File: config.mk
export PLATFORM = sky130hd
export DESIGN_NAME = vector_lane_sequencer_flat
export DESIGN_NICKNAME = d
export VERILOG_FILES = /design/src/rtl/rv32i_types_pkg.sv /design/src/rtl/vector_lane_sequencer_if.sv /design/src/rtl/vector_lane_sequencer.sv /design/src/flat_wrapper.sv
export SDC_FILE = /design/constraint.sdc
export NUM_CORES = 1
export LEC_CHECK = 0
export BUFFER_PORTS_ARGS = -buffer_cell sky130_fd_sc_hd__buf_2
export CAP_MARGIN = 20
export CORE_ASPECT_RATIO = 1.1
export CORE_UTILIZATION = 30
export DETAILED_ROUTE_END_ITERATION = 7
export GPL_TIMING_DRIVEN = 0
export PLACE_DENSITY = 0.52
export SYNTH_ARGS = -nofsm -noshare
export SYNTH_HDL_FRONTEND = slang
export SYNTH_SLANG_ARGS = --single-unit
File: constraint.sdc
create_clock -name CLK -period 3.4 [get_ports CLK]
set_clock_uncertainty 0.1 [all_clocks]
set_input_delay 0.68 -clock CLK [delete_from_list [all_inputs] [get_ports CLK]]
set_output_delay 0.68 -clock CLK [all_outputs]
set_load 0.05 [all_outputs]
File: src/rtl/rv32i_types_pkg.sv
// Shared sequencer types: FSM encoding, lane count and an enable popcount helper.
package rv32i_types_pkg;

   localparam int VSEQ_LANES = 2;

   typedef enum logic [1:0] {
      VSEQ_IDLE  = 2'd0,
      VSEQ_ISSUE = 2'd1,
      VSEQ_WAIT  = 2'd2,
      VSEQ_DONE  = 2'd3
   } vseq_state_t;

   function automatic logic [5:0] vseq_popcnt(input logic [VSEQ_LANES-1:0] ena);
      logic [5:0] n;
      n = '0;
      for (int i = 0; i < VSEQ_LANES; i++) begin
         n = n + 6'(ena[i]);
      end
      return n;
   endfunction

endpackage

File: src/rtl/vector_lane_sequencer_if.sv
// Issue handshake, pipeline control and lane-pair outputs of the vector lane sequencer.
interface vector_lane_sequencer_if;

   logic        issue_valid;
   logic        issue_ready;
   logic [5:0]  vl;
   logic        is_masked;
   logic [31:0] mask_bits;
   logic        stall_e_m;
   logic        flush;
   logic        lane_busy;
   logic        lane_start;
   logic [4:0]  lane_offset0;
   logic [4:0]  lane_offset1;
   logic        lane_ena0;
   logic        lane_ena1;
   logic        done;
   logic [5:0]  issued_cnt;

   modport master (
      output issue_valid, vl, is_masked, mask_bits, stall_e_m, flush, lane_busy,
      input  issue_ready, lane_start, lane_offset0, lane_offset1,
             lane_ena0, lane_ena1, done, issued_cnt
   );

   modport slave (
      input  issue_valid, vl, is_masked, mask_bits, stall_e_m, flush, lane_busy,
      output issue_ready, lane_start, lane_offset0, lane_offset1,
             lane_ena0, lane_ena1, done, issued_cnt
   );

endinterface

File: src/rtl/vector_lane_sequencer.sv
// Walks a vector op over two lanes in element pairs: 2 cycles/pair + 1 DONE cycle; holds on stall/lane_busy.
// VECTOR_SEQ_MASK_SKIP_EN: fully-masked pairs skip the lane start and the WAIT state.
module vector_lane_sequencer
   import rv32i_types_pkg::*;
(
   input  logic                   CLK,
   input  logic                   nRST,
   vector_lane_sequencer_if.slave bus
);

   localparam logic [1:0] ST_IDLE  = VSEQ_IDLE;
   localparam logic [1:0] ST_ISSUE = VSEQ_ISSUE;
   localparam logic [1:0] ST_WAIT  = VSEQ_WAIT;
   localparam logic [1:0] ST_DONE  = VSEQ_DONE;

`ifdef VECTOR_SEQ_MASK_SKIP_EN
   localparam bit SKIP_EN = 1'b1;
`else
   localparam bit SKIP_EN = 1'b0;
`endif

   logic [1:0]  state;
   logic [5:0]  base;
   logic [5:0]  vl_q;
   logic        masked_q;
   logic [31:0] mask_q;
   logic [5:0]  cnt;

   logic        active;
   logic [5:0]  off0;
   logic [5:0]  off1;
   logic [5:0]  base_adv;
   logic        ena0;
   logic        ena1;
   logic        skip;
   logic        fire;

   always_comb begin
      active   = (state == ST_ISSUE) || (state == ST_WAIT);
      off0     = base;
      off1     = base + 6'd1;
      base_adv = base + 6'd2;
      ena0     = active && (off0 < vl_q) && (!masked_q || mask_q[off0[4:0]]);
      ena1     = active && (off1 < vl_q) && (!masked_q || mask_q[off1[4:0]]);
      skip     = SKIP_EN && !ena0 && !ena1;
      fire     = (state == ST_ISSUE) && !bus.stall_e_m;
   end

   assign bus.issue_ready  = (state == ST_IDLE) && !bus.flush;
   assign bus.lane_start   = fire && !skip;
   assign bus.lane_offset0 = active ? off0[4:0] : 5'd0;
   assign bus.lane_offset1 = active ? off1[4:0] : 5'd0;
   assign bus.lane_ena0    = ena0;
   assign bus.lane_ena1    = ena1;
   assign bus.done         = (state == ST_DONE);
   assign bus.issued_cnt   = cnt;

   always_ff @(posedge CLK or negedge nRST) begin
      if (!nRST) begin
         state    <= ST_IDLE;
         base     <= '0;
         vl_q     <= '0;
         masked_q <= 1'b0;
         mask_q   <= '0;
         cnt      <= '0;
      end else if (bus.flush) begin
         state <= ST_IDLE;
         base  <= '0;
         cnt   <= '0;
      end else begin
         case (state)
            ST_IDLE: begin
               if (bus.issue_valid) begin
                  // Clamp keeps base bounded at 32 even for an out-of-range vl.
                  vl_q     <= (bus.vl > 6'd32) ? 6'd32 : bus.vl;
                  masked_q <= bus.is_masked;
                  mask_q   <= bus.mask_bits;
                  base     <= '0;
                  cnt      <= '0;
                  state    <= (bus.vl == 6'd0) ? ST_DONE : ST_ISSUE;
               end
            end
            ST_ISSUE: begin
               if (fire) begin
                  if (skip) begin
                     base  <= base_adv;
                     state <= (base_adv >= vl_q) ? ST_DONE : ST_ISSUE;
                  end else begin
                     cnt   <= cnt + vseq_popcnt({ena1, ena0});
                     state <= ST_WAIT;
                  end
               end
            end
            ST_WAIT: begin
               if (!bus.lane_busy && !bus.stall_e_m) begin
                  base  <= base_adv;
                  state <= (base_adv >= vl_q) ? ST_DONE : ST_ISSUE;
               end
            end
            ST_DONE: begin
               state <= ST_IDLE;
            end
            default: begin
               state <= ST_IDLE;
            end
         endcase
      end
   end

endmodule
File: src/flat_wrapper.sv
// flat-port wrapper written by rule: the top's interface ports become plain ports
module vector_lane_sequencer_flat import rv32i_types_pkg::*;
  (CLK, nRST, bus_issue_valid, bus_vl, bus_is_masked, bus_mask_bits, bus_stall_e_m, bus_flush, bus_lane_busy, bus_issue_ready, bus_lane_start, bus_lane_offset0, bus_lane_offset1, bus_lane_ena0, bus_lane_ena1, bus_done, bus_issued_cnt);
  vector_lane_sequencer_if bus_i ();
  input  logic CLK;
  input  logic nRST;
  input wire logic [$bits(bus_i.issue_valid)-1:0] bus_issue_valid;
  input wire logic [$bits(bus_i.vl)-1:0] bus_vl;
  input wire logic [$bits(bus_i.is_masked)-1:0] bus_is_masked;
  input wire logic [$bits(bus_i.mask_bits)-1:0] bus_mask_bits;
  input wire logic [$bits(bus_i.stall_e_m)-1:0] bus_stall_e_m;
  input wire logic [$bits(bus_i.flush)-1:0] bus_flush;
  input wire logic [$bits(bus_i.lane_busy)-1:0] bus_lane_busy;
  output wire logic [$bits(bus_i.issue_ready)-1:0] bus_issue_ready;
  output wire logic [$bits(bus_i.lane_start)-1:0] bus_lane_start;
  output wire logic [$bits(bus_i.lane_offset0)-1:0] bus_lane_offset0;
  output wire logic [$bits(bus_i.lane_offset1)-1:0] bus_lane_offset1;
  output wire logic [$bits(bus_i.lane_ena0)-1:0] bus_lane_ena0;
  output wire logic [$bits(bus_i.lane_ena1)-1:0] bus_lane_ena1;
  output wire logic [$bits(bus_i.done)-1:0] bus_done;
  output wire logic [$bits(bus_i.issued_cnt)-1:0] bus_issued_cnt;
  assign bus_i.issue_valid = bus_issue_valid;
  assign bus_i.vl = bus_vl;
  assign bus_i.is_masked = bus_is_masked;
  assign bus_i.mask_bits = bus_mask_bits;
  assign bus_i.stall_e_m = bus_stall_e_m;
  assign bus_i.flush = bus_flush;
  assign bus_i.lane_busy = bus_lane_busy;
  assign bus_issue_ready = bus_i.issue_ready;
  assign bus_lane_start = bus_i.lane_start;
  assign bus_lane_offset0 = bus_i.lane_offset0;
  assign bus_lane_offset1 = bus_i.lane_offset1;
  assign bus_lane_ena0 = bus_i.lane_ena0;
  assign bus_lane_ena1 = bus_i.lane_ena1;
  assign bus_done = bus_i.done;
  assign bus_issued_cnt = bus_i.issued_cnt;
  vector_lane_sequencer u_core (.CLK(CLK), .nRST(nRST), .bus(bus_i));
endmodule
After elaboration in Yosys (flattened, before gate mapping)
Index checks and enable logic that the tools add are counted.
{"block": "totals", "inputBits": 45, "wordCells": 66, "out_inout_bits": 21, "reg_bits": 53}
{"block": "classes", "n_mux": 21, "eq_ne": 6, "order_cmp": 6, "add_sub_neg": 4, "reduce_logical": 22, "n_bitwise": 1}
{"op": "two-way mux 6 bit", "count": 6}
{"op": "one-hot mux 6 bit (2 select lines)", "count": 2}
{"op": "less-than comparator 5 x 6 -> 1 bit, second input constant", "count": 2}
{"op": "less-than comparator 6 bit", "count": 2}
{"op": "two-way mux 2 bit", "count": 6}
{"op": "AND reduction 3 bit", "count": 4}
{"op": "binary-select mux 1 bit (select 5 bit)", "count": 2}
{"op": "two-way mux 5 bit", "count": 2}
{"op": "inequality test 3 bit, second input constant", "count": 3}
{"op": "one-hot mux 2 bit (4 select lines)", "count": 1}
{"op": "logical AND 1 bit", "count": 7}
{"op": "adder 6 x 1 -> 6 bit, second input constant", "count": 1}
{"op": "adder 6 x 2 -> 6 bit, second input constant", "count": 1}
{"op": "adder 6 bit", "count": 1}
{"op": "greater-or-equal comparator 6 bit", "count": 1}
{"op": "greater-than comparator 6 bit, second input constant", "count": 1}
{"op": "zero test 6 bit", "count": 1}
{"op": "nonzero test 3 bit", "count": 2}
{"op": "== test 2 bit, second input constant", "count": 2}
{"op": "zero test 1 bit", "count": 4}
{"op": "logical OR 1 bit", "count": 3}
{"op": "adder 1 x 1 -> 2 bit", "count": 1}
{"op": "== test 2 x 1 -> 1 bit, second input constant", "count": 1}
{"op": "zero test 2 bit", "count": 1}
{"op": "other kinds (2)", "count": 3}

Longest topological paths before layout
{"block": "depth", "word_depth": 10, "mapped_depth": 15, "mapped_depth_nobuf": 13}

Least setup slack after synthesis
Ideal clock, no wire load.
{"block": "synth_path", "path_type": "register to register", "start": "reg u_core.base[1]", "end": "reg u_core.cnt[2], in the netlist u_core.bus.issued_cnt[2]", "arrival_time_ps": 4220, "n_path_buf": 2, "stages_incl_launch_ff": 16, "path_slack_ps": -1048, "t_required_ps": 3172, "period_less_slack_ps": 4448, "setup_time_ps": 128, "path_cell_list": "dfrtp_1 > buf_6 > buf_8 > inv_1 > ha_1 > nor2b_1 > o21a_1 > o21a_1 > o21ai_0 > nor4bb_1 > ha_1 > ha_1 > fa_1 > nor2b_1 > xnor2_1 > nor2_1"}
{"block": "synth_between", "elab_chain_len": 10, "elab_cells_between_ends": 18, "cone_classes": "add/sub (3); order compare (2); mux (7); reduce/logical (6)"}
{"item": "start, declared", "line": "vector_lane_sequencer.sv:23", "text": "logic [5:0] base;"}
{"item": "start signal, assigned", "line": "vector_lane_sequencer.sv:86", "text": "base <= base_adv;"}
{"item": "start signal, assigned", "line": "vector_lane_sequencer.sv:96", "text": "base <= base_adv;"}
{"item": "adder 6 x 1 -> 6 bit (*)", "line": "vector_lane_sequencer.sv:41", "text": "off1 = base + 6'd1;"}
{"item": "binary-select mux 1 bit (select 5 bit)", "line": "vector_lane_sequencer.sv:44", "text": "ena1 = active && (off1 < vl_q) && (!masked_q || mask_q[off1[4:0]]);"}
{"item": "two-way mux 1 bit (implied by the code)", "line": "vector_lane_sequencer.sv:44"}
{"item": "logical OR 1 bit", "line": "vector_lane_sequencer.sv:44"}
{"item": "logical AND 1 bit (*)", "line": "vector_lane_sequencer.sv:44"}
{"item": "net bus_lane_ena1", "line": "flat_wrapper.sv:19", "text": "output wire logic [$bits(bus_i.lane_ena1)-1:0] bus_lane_ena1;"}
{"item": "adder 1 x 1 -> 2 bit (*)", "line": "rv32i_types_pkg.sv:17", "text": "n = n + 6'(ena[i]);"}
{"item": "adder 6 bit (*)", "line": "vector_lane_sequencer.sv:89", "text": "cnt <= cnt + vseq_popcnt({ena1, ena0});"}
{"item": "two-way mux 6 bit (*)", "line": "vector_lane_sequencer.sv:84", "text": "if (fire) begin"}
{"item": "one-hot mux 6 bit (2 select lines) (*)", "line": "vector_lane_sequencer.sv:71", "text": "case (state)"}
{"item": "two-way mux 6 bit (*)", "line": "vector_lane_sequencer.sv:66", "text": "end else if (bus.flush) begin"}
{"item": "end signal, assigned", "line": "vector_lane_sequencer.sv:89"}
{"item": "end, declared", "line": "vector_lane_sequencer.sv:27", "text": "logic [5:0] cnt;"}
Mark *: on every way through the listed nets, which the timed path passes. The rest lies on a longest branch. The select of a mux whose other input is x is not followed.
A chain may end at the register's enable or synchronous reset.

Worst setup path after layout
{"block": "layout_path", "start": "reg u_core.base[1]", "end": "reg u_core.cnt[2], in the netlist u_core.bus.issued_cnt[2]"}
{"block": "layout_between", "elab_chain_len": 10, "elab_cells_between_ends": 18, "cone_classes": "add/sub (3); order compare (2); mux (7); reduce/logical (6)"}
{"item": "adder 6 x 1 -> 6 bit", "line": "vector_lane_sequencer.sv:41"}
{"item": "binary-select mux 1 bit (select 5 bit)", "line": "vector_lane_sequencer.sv:44"}
{"item": "two-way mux 1 bit (implied by the code)", "line": "vector_lane_sequencer.sv:44"}
{"item": "logical OR 1 bit", "line": "vector_lane_sequencer.sv:44"}
{"item": "logical AND 1 bit", "line": "vector_lane_sequencer.sv:44"}
{"item": "adder 1 x 1 -> 2 bit (*)", "line": "rv32i_types_pkg.sv:17"}
{"item": "adder 6 bit (*)", "line": "vector_lane_sequencer.sv:89"}
{"item": "two-way mux 6 bit (*)", "line": "vector_lane_sequencer.sv:84"}
{"item": "one-hot mux 6 bit (2 select lines) (*)", "line": "vector_lane_sequencer.sv:71"}
{"item": "two-way mux 6 bit (*)", "line": "vector_lane_sequencer.sv:66"}
Mark *: on every way between the ends. The rest lies on a longest branch, timed or not. The select of a mux whose other input is x is not followed.

==> metrics.md <==
| Metric | Value |
|---|---|
| Outcome | complete, but fails checks |
| Failing checks | design-rule violations |
| Vias in the first global route | 2226 |
| Syn_area_per_cell | 11.5 µm² |
| Post-CTS Resized | 0 |
| Synth cell count leaders | dfrtp_1 (52), mux2_2 (39), ha_1 (23), nand2_1 (16), o21ai_0 (16) |
| Fin crit period | 3.18 ns |
| Sequence of cells on the critical path | buf_6 -> mux4_1 -> nand3_1 -> nand4_1 -> nor2_1 -> nor4bb_4 -> ha_1 -> ha_2 -> fa_1 -> nor2b_1 -> xnor2_1 -> nor2_1 |
| Unique masters post-synth | 44 |
| Final setup TNS | 0 ns |
| Row count | 38 |
| Full die area | 0.0106 mm² |
| Max clock buf depth | 2 |
| H-tree depth | 2 |
| Total core area | 0.00984 mm² |
| Pre-antenna DRT Iters | 6 |
| Root buffer cell | clkbuf_8 |
| Hold crit path type | input port to async pin |
| Unrepaired setup endpoints after global routing | no |
| Largest net degree at the start of global routing | 36 |
| Num Clock Sinks | 52 |
| Post-Syn Nets | 334 |
| Max-Cap Viols | 0 |
| Top-count cell post-synth | dfrtp_1 |
| Initial DRC Count | 44 |
| GRT Util Overall | 13.7% |
| Post-synth EDFFs | 0 |
| Worst path max stage delay | 0.57 ns |
| Final setup viols | 0 |
| First-pass GRT wire length | 11.2 mm |
| Crit end category | flip-flop |
| I/O pin cnt | 66 |
| Chip Height | 108 µm |
| Post-synth top area share | 42.8% |
| Ys flop type | dfrtp_1 |
| CTS Buf Count | 5 |
| Dpl ws | 0.190 ns |
| Final Cycle Share | 93.5% |
| Initial Utilization | 30.9% |
| #FFs+latches synth | 52 |
| Vias per std cell | 4.75 |
| DRC viols | 1 |
| CP Data Arrival Time | 3.26 ns |
| Inserted Diodes | 0 |
| Routability Congestion | 0.765 |
| Fin. Hold Viols | 0 |
| CP Class | flip-flop to flip-flop |
| DR WL/cell | 14.4 µm |
| Routed Antenna Nets | 0 |
| Area growth syn-to-layout | 20.3% |
| DP HPWL | 5.12 mm |
| Worst Path Required | 3.49 ns |
| Crit-path max FO | 6 |
| Lkg Pwr | 1.71 nW |
| Clk_lat worst skew | 0.31 ns |
| Slowest cell on crit path | mux4_1 |
| Largest area contributor in the netlist | dfrtp_1 |
| GR Overflow Total | 0 |
| Ys async rst share | 100% |
| Worst Slack Setup Final | 0.222 ns |
| PortBufs | 63 |
| Ratio of cells with drive above 1 in the final layout | 38.3% |
| FMAX | 0.315 GHz |
| CTS tree | done |
| Horizontal die dimension | 98.0 µm |
| Clock-pin slew on the worst setup and hold paths | 0.10 ns |
| Routed wire length | 6.62 mm |
| Via Count | 2181 |
| Total power density per cell area | 684 mW/mm² |
| Filler cells | 997 |
| Crit start category | flip-flop |
| Max VDD drop | 0.000250 V |
| Seq/Total Area, Yosys | 42.8% |
| Max-slew violations | 0 |
| Mapped Cells | 265 |
| Dominant cells by area after synthesis | dfrtp_1 (43%), mux2_2 (14%), ha_1 (9.5%), mux4_1 (4.3%), o21ai_0 (2.6%) |
| Antenna violations before repair | 0 |
| Final Net Count | 407 |
| Warning count from the yosys run | 0 |
| CP dominant cell by count | nor2_1 |
| Cell Area, Synth | 0.00304 mm² |
-- sequential cells by signal, summed over array words and instances, names as in the netlist --
| register | cells |
|---|---|
| u_core.mask_q | 32 |
| u_core.vl_q | 6 |
| u_core.masked_q | 1 |
| u_core.base | 5 |
| u_core.bus.issued_cnt | 6 |
| u_core.state | 2 |
-- critical path, delay by kind of cell, from the launching register on --
family	cells	cell delay, ns
XOR/XNOR	1	0.14
adder cells (fa/ha/maj)	3	0.88
buffers and inverters	1	0.17
flip-flops	1	0.42
multiplexers	1	0.57
AND/OR/NAND/NOR	6	0.78
-- logic make-up (layout without fill, tap and decap cells) --
group                      count (synthesis)  in the layout  share of synthesized area [%]
DFF                                       52             52                           42.8
and+or+nand+nor                           76             76                           13.9
buffers and inverters                     25             99                           4.24
AOI/OAI and AO/OA                         35             35                           7.40
muxes                                     45             45                           19.5
other                                      1              1                          0.123
adders and majority gates                 24             24                           10.1
xor gates and xnor gates                   7              7                           2.01
-- cell usage in the layout, fill, tap and decap left out, types with 8 or more instances in the layout --
cell type / synthesis / final
and2_1: 8 / 8
buf_2: 4 / 67
dfrtp_1: 52 / 52
ha_1: 23 / 22
inv_1: 11 / 11
mux2_2: 39 / 39
nand2_1: 16 / 16
nand2b_1: 8 / 8
nor2_1: 15 / 15
o21ai_0: 16 / 15
-- final cells by class --
class / instances / area (µm²) / share of cell area [%]
Buffer: 14 / 87.6 / 2.39
Clock buffer: 6 / 72.6 / 1.98
Clock inverter: 2 / 17.5 / 0.479
Inverter: 11 / 41.3 / 1.13
Multi-Input combinational cell: 188 / 1640 / 44.8
Sequential cell: 52 / 1300 / 35.6
Tap cell: 120 / 150 / 4.10
Timing Repair Buffer: 66 / 350 / 9.57
-- where the power goes --
part           total [mW]  internal, mW  switching [mW]
Sequential          0.994         0.866           0.128
Clock               0.368         0.151           0.217
Combinational        1.14         0.528           0.614
Total                2.50          1.55           0.959
-- routing by layer --
layer	GRT usage [%]	up-vias	share of wire [%]
met5	0	-	0
met4	2.92	0	0.59
met3	2.79	4	3.6
met2	23.2	44	49
met1	17.9	1054	47
li1	-	1079	-
-- stage by stage --
stage / hold slack [ns] / cell area [µm²] / util, % / power [mW] / std cells
floorplan: 0.284 / 3070 / - / 1.87 / 265
global placement: 0.375 / 3530 / 35.9 / 2.12 / 448
detailed placement: 0.380 / 3550 / 36.1 / 2.16 / 449
CTS: 0.204 / 3640 / 37.0 / 2.54 / 457
global route: 0.215 / 3660 / 37.2 / 2.70 / 459
finish: 0.202 / 3660 / 37.2 / 2.50 / 459
-- worst paths after layout --
path,from,endpoint,slack (ns),depth (start not counted)
hold reg to reg,u_core.vl_q[3]$_DFFE_PN0P_,u_core.vl_q[3]$_DFFE_PN0P_,0.40,2
hold / removal,nRST,u_core.mask_q[14]$_DFFE_PN0P_,0.20,1
setup / recovery,u_core.base[1]$_DFFE_PN0P_,u_core.bus.issued_cnt[2]$_DFFE_PN0P_,0.22,12
max in group asynchronous,nRST,u_core.vl_q[1]$_DFFE_PN0P_,2.45,2
setup reg to reg,u_core.base[1]$_DFFE_PN0P_,u_core.bus.issued_cnt[2]$_DFFE_PN0P_,0.22,12
min in group CLK,u_core.vl_q[3]$_DFFE_PN0P_,u_core.vl_q[3]$_DFFE_PN0P_,0.40,2
-- what timing repair did --
item                                   in CTS  in global routing
buffers inserted                            0                  2
endpoints found under the hold margin       0                  0
hold buffers                                0                  0
setup endpoints to repair                   0                  1
No activity file was read; power rests on OpenSTA's default activity.
